===== config.mk =====
export PLATFORM = sky130hd
export DESIGN_NAME = debounce_onepulse_vector
export DESIGN_NICKNAME = d
export VERILOG_FILES = /design/src/rtl/debounce_onepulse_vector.sv
export SDC_FILE = /design/constraint.sdc
export NUM_CORES = 1
export LEC_CHECK = 0
export BUFFER_PORTS_ARGS = -buffer_cell sky130_fd_sc_hd__buf_2
export CORE_MARGIN = 1
export CORE_UTILIZATION = 40
export CTS_BUF_LIST = sky130_fd_sc_hd__clkbuf_8
export CTS_CLUSTER_DIAMETER = 50
export DETAILED_ROUTE_END_ITERATION = 16
export REMOVE_ABC_BUFFERS = 1
export SLEW_MARGIN = 20
export SYNTH_ARGS = -nofsm -noshare
export SYNTH_HDL_FRONTEND = slang
export SYNTH_SLANG_ARGS = --single-unit

===== constraint.sdc =====
create_clock -name clk_op -period 2.2 [get_ports clk_op]
set_clock_uncertainty 0.1 [all_clocks]
set_input_delay 0.33 -clock clk_op [delete_from_list [all_inputs] [get_ports clk_op]]
set_output_delay 0.33 -clock clk_op [all_outputs]
set_load 0.02 [all_outputs]

===== src/rtl/debounce_onepulse_vector.sv =====
// Purpose: per-channel 2-flop sync + debounce of active-low buttons, with one-cycle active-low edge pulses.
// Latency: input change before edge N is accepted (level and pulse) on edge N+1+DEBOUNCE_CYCLES.
// Backpressure: none; free-running, every channel independent. Optional macro: ONEPULSE_AUTOREPEAT_EN.
module debounce_onepulse_vector #(
   parameter int SIGNAL_BIT_WIDTH = 8,
   parameter int DEBOUNCE_CYCLES  = 4,
   parameter int EDGE_MODE        = 0,
   parameter int HOLD_CYCLES      = 16,
   parameter int REPEAT_CYCLES    = 8
) (
   input  logic                        clk_op,
   input  logic                        reset,
   input  logic [SIGNAL_BIT_WIDTH-1:0] signals_n,
   output logic [SIGNAL_BIT_WIDTH-1:0] signals_onepulsed_n,
   output logic [SIGNAL_BIT_WIDTH-1:0] signals_debounced_n
);

   // Out-of-range edge modes fall back to press-only.
   localparam int MODE          = (EDGE_MODE < 0 || EDGE_MODE > 2) ? 0 : EDGE_MODE;
   localparam bit PULSE_PRESS   = (MODE != 1);
   localparam bit PULSE_RELEASE = (MODE != 0);

   localparam int DB_W = $clog2(DEBOUNCE_CYCLES + 1);
   // Acceptance happens on the edge where the count would reach DEBOUNCE_CYCLES.
   localparam logic [DB_W-1:0] DB_LAST = DB_W'(DEBOUNCE_CYCLES - 1);

   logic [SIGNAL_BIT_WIDTH-1:0] sync1;
   logic [SIGNAL_BIT_WIDTH-1:0] sync2;
   logic [DB_W-1:0]             db_cnt [SIGNAL_BIT_WIDTH];
   logic [SIGNAL_BIT_WIDTH-1:0] accept;
   logic [SIGNAL_BIT_WIDTH-1:0] press_acc;
   logic [SIGNAL_BIT_WIDTH-1:0] rel_acc;
   logic [SIGNAL_BIT_WIDTH-1:0] rpt_fire;

   // Two-flop synchroniser for the asynchronous button pins.
   always_ff @(posedge clk_op) begin
      if (reset) begin
         sync1 <= '1;
         sync2 <= '1;
      end else begin
         sync1 <= signals_n;
         sync2 <= sync1;
      end
   end

   // Acceptance decode: sampled level differs and has persisted long enough.
   always_comb begin
      accept    = '0;
      press_acc = '0;
      rel_acc   = '0;
      for (int i = 0; i < SIGNAL_BIT_WIDTH; i++) begin
         accept[i]    = (sync2[i] != signals_debounced_n[i]) && (db_cnt[i] >= DB_LAST);
         press_acc[i] = accept[i] && !sync2[i];
         rel_acc[i]   = accept[i] && sync2[i];
      end
   end

   // Debounce counters and accepted levels; counter saturates rather than wrapping.
   always_ff @(posedge clk_op) begin
      if (reset) begin
         signals_debounced_n <= '1;
         for (int i = 0; i < SIGNAL_BIT_WIDTH; i++) begin
            db_cnt[i] <= '0;
         end
      end else begin
         for (int i = 0; i < SIGNAL_BIT_WIDTH; i++) begin
            if (sync2[i] == signals_debounced_n[i]) begin
               db_cnt[i] <= '0;
            end else if (accept[i]) begin
               signals_debounced_n[i] <= sync2[i];
               db_cnt[i]              <= '0;
            end else if (db_cnt[i] != DB_W'(DEBOUNCE_CYCLES)) begin
               db_cnt[i] <= db_cnt[i] + DB_W'(1);
            end
         end
      end
   end

`ifdef ONEPULSE_AUTOREPEAT_EN
   localparam int HR_MAX = (HOLD_CYCLES > REPEAT_CYCLES) ? HOLD_CYCLES : REPEAT_CYCLES;
   localparam int HR_W   = $clog2(HR_MAX + 1);
   localparam logic [HR_W-1:0] HOLD_LAST = HR_W'(HOLD_CYCLES - 1);
   localparam logic [HR_W-1:0] REP_LAST  = HR_W'(REPEAT_CYCLES - 1);

   logic [HR_W-1:0]             hold_cnt [SIGNAL_BIT_WIDTH];
   logic [SIGNAL_BIT_WIDTH-1:0] in_repeat;

   // Repeat pulse is due when the held channel's counter hits the current interval;
   // an accepted release on the same edge suppresses it.
   always_comb begin
      rpt_fire = '0;
      for (int i = 0; i < SIGNAL_BIT_WIDTH; i++) begin
         rpt_fire[i] = PULSE_PRESS && !signals_debounced_n[i] && !rel_acc[i] &&
                       (in_repeat[i] ? (hold_cnt[i] >= REP_LAST) : (hold_cnt[i] >= HOLD_LAST));
      end
   end

   // Hold counter runs only while the debounced level is pressed; first interval is
   // HOLD_CYCLES, later intervals REPEAT_CYCLES.
   always_ff @(posedge clk_op) begin
      if (reset) begin
         in_repeat <= '0;
         for (int i = 0; i < SIGNAL_BIT_WIDTH; i++) begin
            hold_cnt[i] <= '0;
         end
      end else begin
         for (int i = 0; i < SIGNAL_BIT_WIDTH; i++) begin
            if (signals_debounced_n[i] || rel_acc[i]) begin
               hold_cnt[i]  <= '0;
               in_repeat[i] <= 1'b0;
            end else if (rpt_fire[i]) begin
               hold_cnt[i]  <= '0;
               in_repeat[i] <= 1'b1;
            end else if (hold_cnt[i] != HR_W'(HR_MAX)) begin
               hold_cnt[i] <= hold_cnt[i] + HR_W'(1);
            end
         end
      end
   end
`else
   assign rpt_fire = '0;
`endif

   // Registered pulse output: low for the single edge of a matching acceptance or repeat.
   always_ff @(posedge clk_op) begin
      if (reset) begin
         signals_onepulsed_n <= '1;
      end else begin
         signals_onepulsed_n <= ~((press_acc & {SIGNAL_BIT_WIDTH{PULSE_PRESS}}) |
                                  (rel_acc   & {SIGNAL_BIT_WIDTH{PULSE_RELEASE}}) |
                                  rpt_fire);
      end
   end

endmodule


==> qor.yml, run 1 <==
synth:
  synth-seq-cells: 56
  synth_seq_area_share: 0.561
  syn_area_per_cell_um2: 12.2
  synth_edf_count: 24
  ys_top_cells_by_count: "dfxtp_1, edfxtp_1, ha_1, inv_1"
  ys_types: 17
  synth_area_leaders: "edfxtp_1, dfxtp_1, ha_1"
  yosysTopAreaCellShare: 0.297
  synth_top_cell_by_area: "edfxtp_1"
  synth.most_common_cell: "dfxtp_1"
  async_flop_share: 0
  synthCells: 199
  syn-cell-area_um2: 2430
  synthFlopType: "dfxtp_1"
  ys_warn_count: 0
global_route:
  grt_max_degree: 34
  grt_overflow: 0
  antenna_found_initial: 0
  grt_pass1_wl_um: 5600
  grt_pass1_vias: 1379
  globalRouteTotalUtil: 0.115
floorplan:
  pin_count: 26
  dieArea_um2: 6380
  start_util: 0.412
  die_y_um: 79.9
  placementRows: 28
  die_x_um: 79.9
  core-area_um2: 5890
critical_path:
  start_kind: "flip-flop"
  worstPathRequired_ns: 2.22
  arrival_ns: 1.77
  endpoint_kind: "flip-flop"
  crit_type: "flip-flop to flip-flop"
  cp_max_fo: 5
sta:
  worst_pin_slew_ns: 0.570
  slew_viol_final: 0
  fin_crit_ns: 1.75
  relSlewSlack: 0.620
  setup_viol: 0
  hold_viol: 0
  fmax_mhz: 573
  fin_crit_sh: 0.794
  tns_ns: 0
  hold_ws_ns: 0.0975
  rsz0062_at_grt: "false"
power:
  clock_power_share: 0.318
  p_int_w: 0.00146
  power_density_nw_per_um2: 668
  ir_drop_uv: 441
  p_leak_nw: 1.20
  power_frac_comb: 0.072
  switchingPower_w: 0.000417
  switching_share: 0.222
  seq_power_share: 0.610
final_layout:
  areaGrowthSynthToFinish_pct: 16.0
  fillers: 575
  finalNetCount: 284
  diodes: 0
  drive_gt1_frac: 0.231
clock_network:
  cts-root-buf: "clkbuf_8"
  cts_resized: 0
  clockBufferDepth: 2
  cts_hold_buffers: 0
  cts_setup_buffers: 0
  cts_sinks: 56
  clk_pin_slew_ns: 0.09
  clkLatencyLatePin_ns: 0.30
  cts_buffers: 5
  cts_tree: "built"
  h-tree-depth: 2
min_path:
  worstHoldPathType: "input pin to flip-flop"
route:
  vias: 1473
  firstDrtPassIters: 4
  wl_per_cell_um: 9.86
  vias_per_cell: 4.52
  drcViolationCount: 0
  drt_iter0_markers: 55
  ant_nets: 0
  drt_wl_total_um: 3210
job:
  maxCapViolCount: 0
run_status:
  status: "complete, no violations"
place:
  place_hpwl_um: 2360
  port_buffers: 25
  gp_congestion: 0.691
-- stage by stage --
| stage | instances | util | setup slack, ns | power [W] | cell area (um2) |
|---|---|---|---|---|---|
| floorplan | 216 | - | 0.613 | 0.00126 | 2480 |
| global route | 326 | 0.479 | 0.346 | 0.00198 | 2820 |
| global placement | 318 | 0.462 | 0.519 | 0.00131 | 2720 |
| detailed placement | 318 | 0.462 | 0.450 | 0.00131 | 2720 |
| finish | 326 | 0.479 | 0.454 | 0.00188 | 2820 |
| CTS | 326 | 0.479 | 0.423 | 0.00191 | 2820 |
-- per-layer routing --
metal | track usage | wire [um] | part of all wire | vias to the layer above
li1 | - | - | - | 761
met1 | 0.118 | 1400 | 0.44 | 687
met2 | 0.209 | 1630 | 0.51 | 21
met3 | 0.0389 | 141 | 0.044 | 4
met4 | 0.0536 | 46 | 0.014 | 0
met5 | 0 | 0 | 0 | -
-- cell families after synthesis --
group                    count (synthesis)  share of synthesized area
AND/OR/NAND/NOR                         64                      0.173
flip-flops                              56                      0.561
buffers and inverters                   30                     0.0500
adder cells (fa/ha/maj)                 24                      0.124
AO/OA/AOI/OAI                            8                     0.0289
XOR/XNOR                                 8                     0.0289
multiplexers                             8                     0.0330
other                                    1                    0.00154
-- power groups by stage --
stage,clock (W),sequential (W),combinational (W)
2_1_floorplan,0,0.00117,0.0000861
3_5_place_dp,0,0.00117,0.000138
6_report,0.000599,0.00115,0.000136
4_1_cts,0.000626,0.00115,0.000138
3_3_place_gp,0,0.00117,0.000136
5_1_grt,0.000667,0.00115,0.000156
-- worst max-delay path, cell delays in order (launching register included) --
cell	delay [ns]
edfxtp_1	0.44
ha_1	0.23
ha_1	0.17
a211o_1	0.35
nor4b_2	0.27
-- cell type report --
class / instances / area (um2) / area share
inverters: 24 / 90.1 / 0.0320
flip-flops and latches: 56 / 1360 / 0.483
repair buffers: 27 / 140 / 0.0498
clock buffers: 7 / 96.3 / 0.0342
clock inverters: 1 / 3.75 / 0.00133
multi-input cells: 136 / 1030 / 0.366
well taps: 75 / 93.8 / 0.0333
-- path summary, 6_finish.rpt --
path	start	endpoint	slack [ns]	depth (start not counted)
setup reg to reg	db_cnt[0][3]	db_cnt[0][4]	0.45	4
hold reg to reg	sync1[5]	sync2[5]	0.32	1
setup / recovery	db_cnt[0][3]	db_cnt[0][4]	0.45	4
hold / removal	signals_n[1]	sync1[1]	0.1	2
-- flip-flops by register name (all words and copies together) (netlist names) --
name	count
sync1	8
db_cnt	24
sync2	8
signals_onepulsed_n	8
signals_debounced_n	8
-- placed cells by master, fill, tap and decap left out --
cell type  count
dfxtp_1       32
inv_1         25
buf_2         25
ha_1          24
edfxtp_1      24
conb_1        24
nor2_1        16
nor4_1        16
or2_2         16
a211o_1        8
nand3_1        8
xnor2_1        8
nor4b_2        8
mux2i_1        8
clkbuf_8       7
buf_4          2
Power figures use the tool's default switching activity.
==> run 2, diff against run 1 <==
==> constraint.sdc (replaced) <==
create_clock -name clk_op -period 1.79 [get_ports clk_op]
set_clock_uncertainty 0.1 [all_clocks]
set_input_delay 0.2685 -clock clk_op [delete_from_list [all_inputs] [get_ports clk_op]]
set_output_delay 0.2685 -clock clk_op [all_outputs]
set_load 0.02 [all_outputs]
==> qor.yml, run 2 (synthesis gave the netlist of run 1 again) <==
final_layout:
  multi_input_area_um2: 1070  # +4.1%
  drive_gt1_frac: 0.254  # +0.0229
  final_cell_area_um2: 2890  # +2.7%
  fillers: 534  # -7.1%
  final_common_cell: "dfxtp_1"
  final_cell_mix: "dfxtp_1, inv_1, buf_2"
  diodes: 0  # unchanged
  register_area_um2: 1360  # unchanged
  largest-register: "db_cnt"
  largest_register_ff_count: 24  # unchanged
  finalNetCount: 285  # +0.35%
  areaGrowthSynthToFinish_pct: 19.1
min_path:
  min_from: "signals_n[5]"
  worstHoldPathCells: 2  # unchanged
  whs_endpoint: "sync1[5]"
  worstHoldPathType: "input pin to flip-flop"
clock_network:
  cts_resized: 0  # unchanged
  cts_setup_buffers: 0  # unchanged
  cts_tree: "built"
  cts_sinks: 56  # unchanged
  clockBufferDepth: 2  # unchanged
  h-tree-depth: 2  # unchanged
  cts_buffers: 5  # unchanged
  cts-root-buf: "clkbuf_8"
  cts_hold_buffers: 0  # unchanged
  clk_pin_slew_ns: 0.09  # about the same
  clkLatencyLatePin_ns: 0.30  # about the same
floorplan:
  die_x_um: 79.9  # unchanged
  core-area_um2: 5890  # unchanged
  die_y_um: 79.9  # unchanged
  dieArea_um2: 6380  # unchanged
  pin_count: 26  # unchanged
  placementRows: 28  # unchanged
  start_util: 0.412  # unchanged
critical_path:
  crit-reg2reg-launch: "db_cnt[1][6]"
  worstPathRequired_ns: 1.81  # -0.41 ns
  arrival_ns: 1.73  # -0.04 ns
  crit_type: "flip-flop to flip-flop"
  cp_max_fo: 5  # unchanged
  start_kind: "flip-flop"
  reg2reg_slack_ns: 0.07  # -0.38 ns
  worstReg2RegEnd: "db_cnt[1][6]"
  endpoint_kind: "flip-flop"
  rr_worst_depth: 4  # unchanged
sta:
  relSlewSlack: 0.661  # +0.0411
  rsz0062_at_grt: "true"
  setup_viol: 0  # unchanged
  fin_crit_sh: 0.958  # +0.165
  worst_pin_slew_ns: 0.505  # -0.0653 ns
  fmax_mhz: 583  # +1.8%
  fin_crit_ns: 1.72  # -0.0306 ns
  tns_ns: 0  # unchanged
  hold_viol: 0  # unchanged
  slew_viol_final: 0  # unchanged
route:
  vias_per_cell: 4.48  # -0.91%
  ant_nets: 0  # unchanged
  firstDrtPassIters: 3  # -1
  vias: 1464  # -0.61%
  wl_per_cell_um: 10.1  # +2.4%
  drcViolationCount: 0  # unchanged
  drt_wl_total_um: 3300  # +2.7%
  drt_iter0_markers: 24  # -56%
global_route:
  grt_overflow: 0  # unchanged
  antenna_found_initial: 0  # unchanged
  grt_max_degree: 24  # -29%
  globalRouteTotalUtil: 0.106  # -0.00917
  grt_pass1_vias: 1273  # -7.7%
  grt_pass1_wl_um: 5270  # -5.9%
place:
  place_hpwl_um: 2330  # -1.4%
  gp_congestion: 0.713  # +3.1%
  port_buffers: 25  # unchanged
  dpl_cell_area_um2: 2750  # +1.2%
power:
  power.total_w: 0.00233  # +24%
  ir_drop_uv: 488  # +11%
  power_density_nw_per_um2: 806  # +21%
  p_leak_nw: 1.22  # +1.5%
job:
  maxCapViolCount: 0  # unchanged
run_status:
  status: "complete, no violations"
run 2: changes by cell type in the layout (fill, tap and decap cells not counted):
cell     previous run  this run
a211o_1             8         7
a211o_4             0         1
buf_4               2         1
buf_12              0         2
nor4_1             16        12
nor4_2              0         3
nor4_4              0         1
run 2: per-layer routing:
| metal | track usage | wire, um |
|---|---|---|
| met5 | 0 | 0 |
| met1 | 0.127 | 1570 |
| met2 | 0.179 | 1550 |
| met3 | 0.0331 | 120 |
| met4 | 0.0375 | 53 |
run 2: worst max-delay path, stage by stage (launching register included):
cell,delay [ns]
edfxtp_1,0.43
ha_1,0.22
ha_1,0.17
a211o_1,0.35
nor4_1,0.26
run 2: how the worst max path moves through the flow:
stage            startpoint            end  slack, ns
2_1_floorplan  db_cnt[0][3]   db_cnt[0][3]       0.20
3_3_place_gp   db_cnt[1][3]   db_cnt[1][3]       0.11
3_5_place_dp   db_cnt[1][3]   db_cnt[1][3]       0.06
4_1_cts        db_cnt[1][9]  db_cnt[1][11]       0.03
5_1_grt        db_cnt[1][9]   db_cnt[1][9]     -0.008
6_report       db_cnt[1][6]   db_cnt[1][6]       0.07
run 2: final cells by class:
type | instances | share of cell area
Sequential cell | 56 | 0.471
Multi-Input combinational cell | 136 | 0.371
Timing Repair Buffer | 28 | 0.0597
Clock buffer | 7 | 0.0333
Tap cell | 75 | 0.0325
Inverter | 24 | 0.0312
Clock inverter | 1 | 0.00130
run 2: power breakdown:
group | leakage [nW] | internal, W | switching (W) | total, W
registers | 0.511 | 0.00138 | 0.0000307 | 0.00141
clock network | 0.0557 | 0.000348 | 0.000386 | 0.000734
logic | 0.656 | 0.0000819 | 0.000104 | 0.000186
total | 1.22 | 0.00181 | 0.000520 | 0.00233
run 2: stage by stage:
step	hold slack, ns	std cells	setup WS, ns	util
2_1_floorplan	0.272	216	0.203	-
3_3_place_gp	0.291	319	0.109	0.467
3_5_place_dp	0.294	319	0.0639	0.467
4_1_cts	0.0312	327	0.0285	0.484
5_1_grt	0.0267	327	-0.00791	0.491
6_report	0.0387	327	0.0749	0.491
==> run 3, diff against run 2 <==
--- a/config.mk
+++ b/config.mk
@@ -7,11 +7,12 @@
 export LEC_CHECK = 0
 export BUFFER_PORTS_ARGS = -buffer_cell sky130_fd_sc_hd__buf_2
 export CORE_MARGIN = 1
-export CORE_UTILIZATION = 40
+export CORE_UTILIZATION = 35
 export CTS_BUF_LIST = sky130_fd_sc_hd__clkbuf_8
 export CTS_CLUSTER_DIAMETER = 50
 export DETAILED_ROUTE_END_ITERATION = 16
 export REMOVE_ABC_BUFFERS = 1
+export SKIP_LAST_GASP = 1
 export SLEW_MARGIN = 20
 export SYNTH_ARGS = -nofsm -noshare
 export SYNTH_HDL_FRONTEND = slang
==> qor.yml, run 3 (synthesis gave the netlist of run 1 again) <==
run_status:
  status: "complete, no violations"
floorplan:
  core-area_um2: 6530  # +11%
  placementRows: 29  # +3.6%
  start_util: 0.372  # -0.0408
  die_x_um: 85.3  # +6.7%
  pin_count: 26  # unchanged
  dieArea_um2: 7270  # +14%
  die_y_um: 85.3  # +6.7%
power:
  p_leak_nw: 1.23  # +0.78%
  power_frac_comb: 0.085  # +0.005
  ir_drop_uv: 512  # +4.9%
  power_density_nw_per_um2: 775  # -3.8%
  switching_share: 0.233  # +0.00976
  seq_power_share: 0.621  # +0.016
  switchingPower_w: 0.000528  # +1.5%
  power.total_w: 0.00227  # -2.7%
  p_int_w: 0.00174  # -4.0%
  clock_power_share: 0.294  # -0.021
route:
  vias: 1434  # -2.0%
  drcViolationCount: 0  # unchanged
  firstDrtPassIters: 4  # +1
  ant_nets: 0  # unchanged
  vias_per_cell: 4.29  # -4.1%
  drt_iter0_markers: 37  # +54%
  wl_per_cell_um: 9.35  # -7.4%
  drt_wl_total_um: 3120  # -5.4%
critical_path:
  crit_type: "flip-flop to flip-flop"
  cp_max_fo: 5  # unchanged
  worstPathRequired_ns: 1.81  # about the same
  critPathBufInv: 0  # unchanged
  start_kind: "flip-flop"
  worstPathCellList: "ha_1, ha_1, a211o_1, nor4_1"
  cpMaxStageDelayCell: "edfxtp_1"
  slowest_delay_ns: 0.44  # about the same
  arrival_ns: 1.72  # about the same
  critPathTopFamily: "flip-flops"
  endpoint_kind: "flip-flop"
  crit_top_cell: "ha_1"
sta:
  slew_viol_final: 0  # unchanged
  setup_viol: 0  # unchanged
  hold_viol: 0  # unchanged
  fin_crit_sh: 0.946  # -0.0123
  rsz0062_at_grt: "true"
  layout_setup_ws_ns: 0.0969  # +0.0220 ns
  fmax_mhz: 591  # +1.3%
  fin_crit_ns: 1.69  # -0.0220 ns
place:
  port_buffers: 25  # unchanged
  dpl_cell_area_um2: 2720  # -0.91%
  dp_cells: 319  # unchanged
  place_hpwl_um: 2120  # -9.2%
  gp_congestion: 0.675  # -5.3%
  dp_slack_ns: 0.0690  # +0.00504 ns
final_layout:
  layout.cells.non_filler: 334  # +2.1%
  register_area_um2: 1360  # unchanged
  final_cell_mix: "dfxtp_1, inv_1, buf_2"
  final_common_cell: "dfxtp_1"
  largest_register_ff_count: 24  # unchanged
  diodes: 0  # unchanged
  largest-register: "db_cnt"
  areaGrowthSynthToFinish_pct: 20.5
  fillers: 612  # +15%
  final_cell_area_um2: 2920  # +1.1%
  final_util: 0.448  # -0.0436
  finalNetCount: 290  # +1.8%
  multi_input_area_um2: 1090  # +1.5%
  drive_gt1_frac: 0.284  # +0.0301
global_route:
  grt_max_degree: 57  # +140%
  globalRouteTotalUtil: 0.0972  # -0.00891
  grt_pass1_wl_um: 5550  # +5.4%
  grt_pass1_vias: 1382  # +8.6%
  grt_overflow: 0  # unchanged
  antenna_found_initial: 0  # unchanged
min_path:
  worstHoldPathType: "input pin to flip-flop"
clock_network:
  clockBufferDepth: 2  # unchanged
  h-tree-depth: 2  # unchanged
  cts_buffers: 5  # unchanged
  cts_sinks: 56  # unchanged
  clk_pin_slew_ns: 0.10  # about the same
  cts_tree: "built"
  clkLatencyLatePin_ns: 0.30  # about the same
  cts-root-buf: "clkbuf_8"
  cts_hold_buffers: 0  # unchanged
job:
  maxCapViolCount: 0  # unchanged
[run 3: cell type report]
class	count	area share
repair buffers	33	0.0676
well taps	77	0.0329
clock inverters	3	0.00685
multi-input cells	136	0.373
clock buffers	5	0.0235
flip-flops and latches	56	0.466
inverters	24	0.0308
[run 3: power groups by stage]
stage	logic, W	registers (W)	clock network [W]
after global placement	0.000169	0.00144	0
after global routing	0.000219	0.00141	0.000765
after floorplan	0.000106	0.00144	0
final	0.000192	0.00141	0.000666
after CTS	0.000172	0.00141	0.000703
after detailed placement	0.000172	0.00144	0
[run 3: routing by layer]
layer | global-route usage | wire length, um
met4 | 0.0318 | 23
met5 | 0 | 0
met1 | 0.110 | 1560
met3 | 0.0457 | 122
met2 | 0.163 | 1410
[run 3: worst reg2reg max path, delay by kind of cell (launching register included)]
kind / cells / cell delay [ns]
AND/OR/NAND/NOR: 1 / 0.24
AO/OA/AOI/OAI: 1 / 0.35
flip-flops: 1 / 0.44
adder cells (fa/ha/maj): 2 / 0.39
[run 3: worst paths after layout]
check / startpoint / end / slack [ns] / cells past startpoint
max: db_cnt[1][6] / db_cnt[1][8] / 0.1 / 4
min: signals_n[4] / sync1[4] / 0.04 / 2
max reg2reg: db_cnt[1][6] / db_cnt[1][8] / 0.1 / 4
min reg2reg: sync1[6] / sync2[6] / 0.32 / 1
[run 3: timing repair]
| item | CTS | global route |
|---|---|---|
| buffers inserted | 0 | 7 |
| setup endpoints to repair | 0 | 11 |
| resized for setup | 0 | 9 |
[run 3: through the flow]
stage	setup TNS (ns)	hold slack [ns]
finish	0	0.0374
floorplan	0	0.272
global placement	0	0.292
global route	-0.0287	0.0200
detailed placement	0	0.294
CTS	0	0.0254
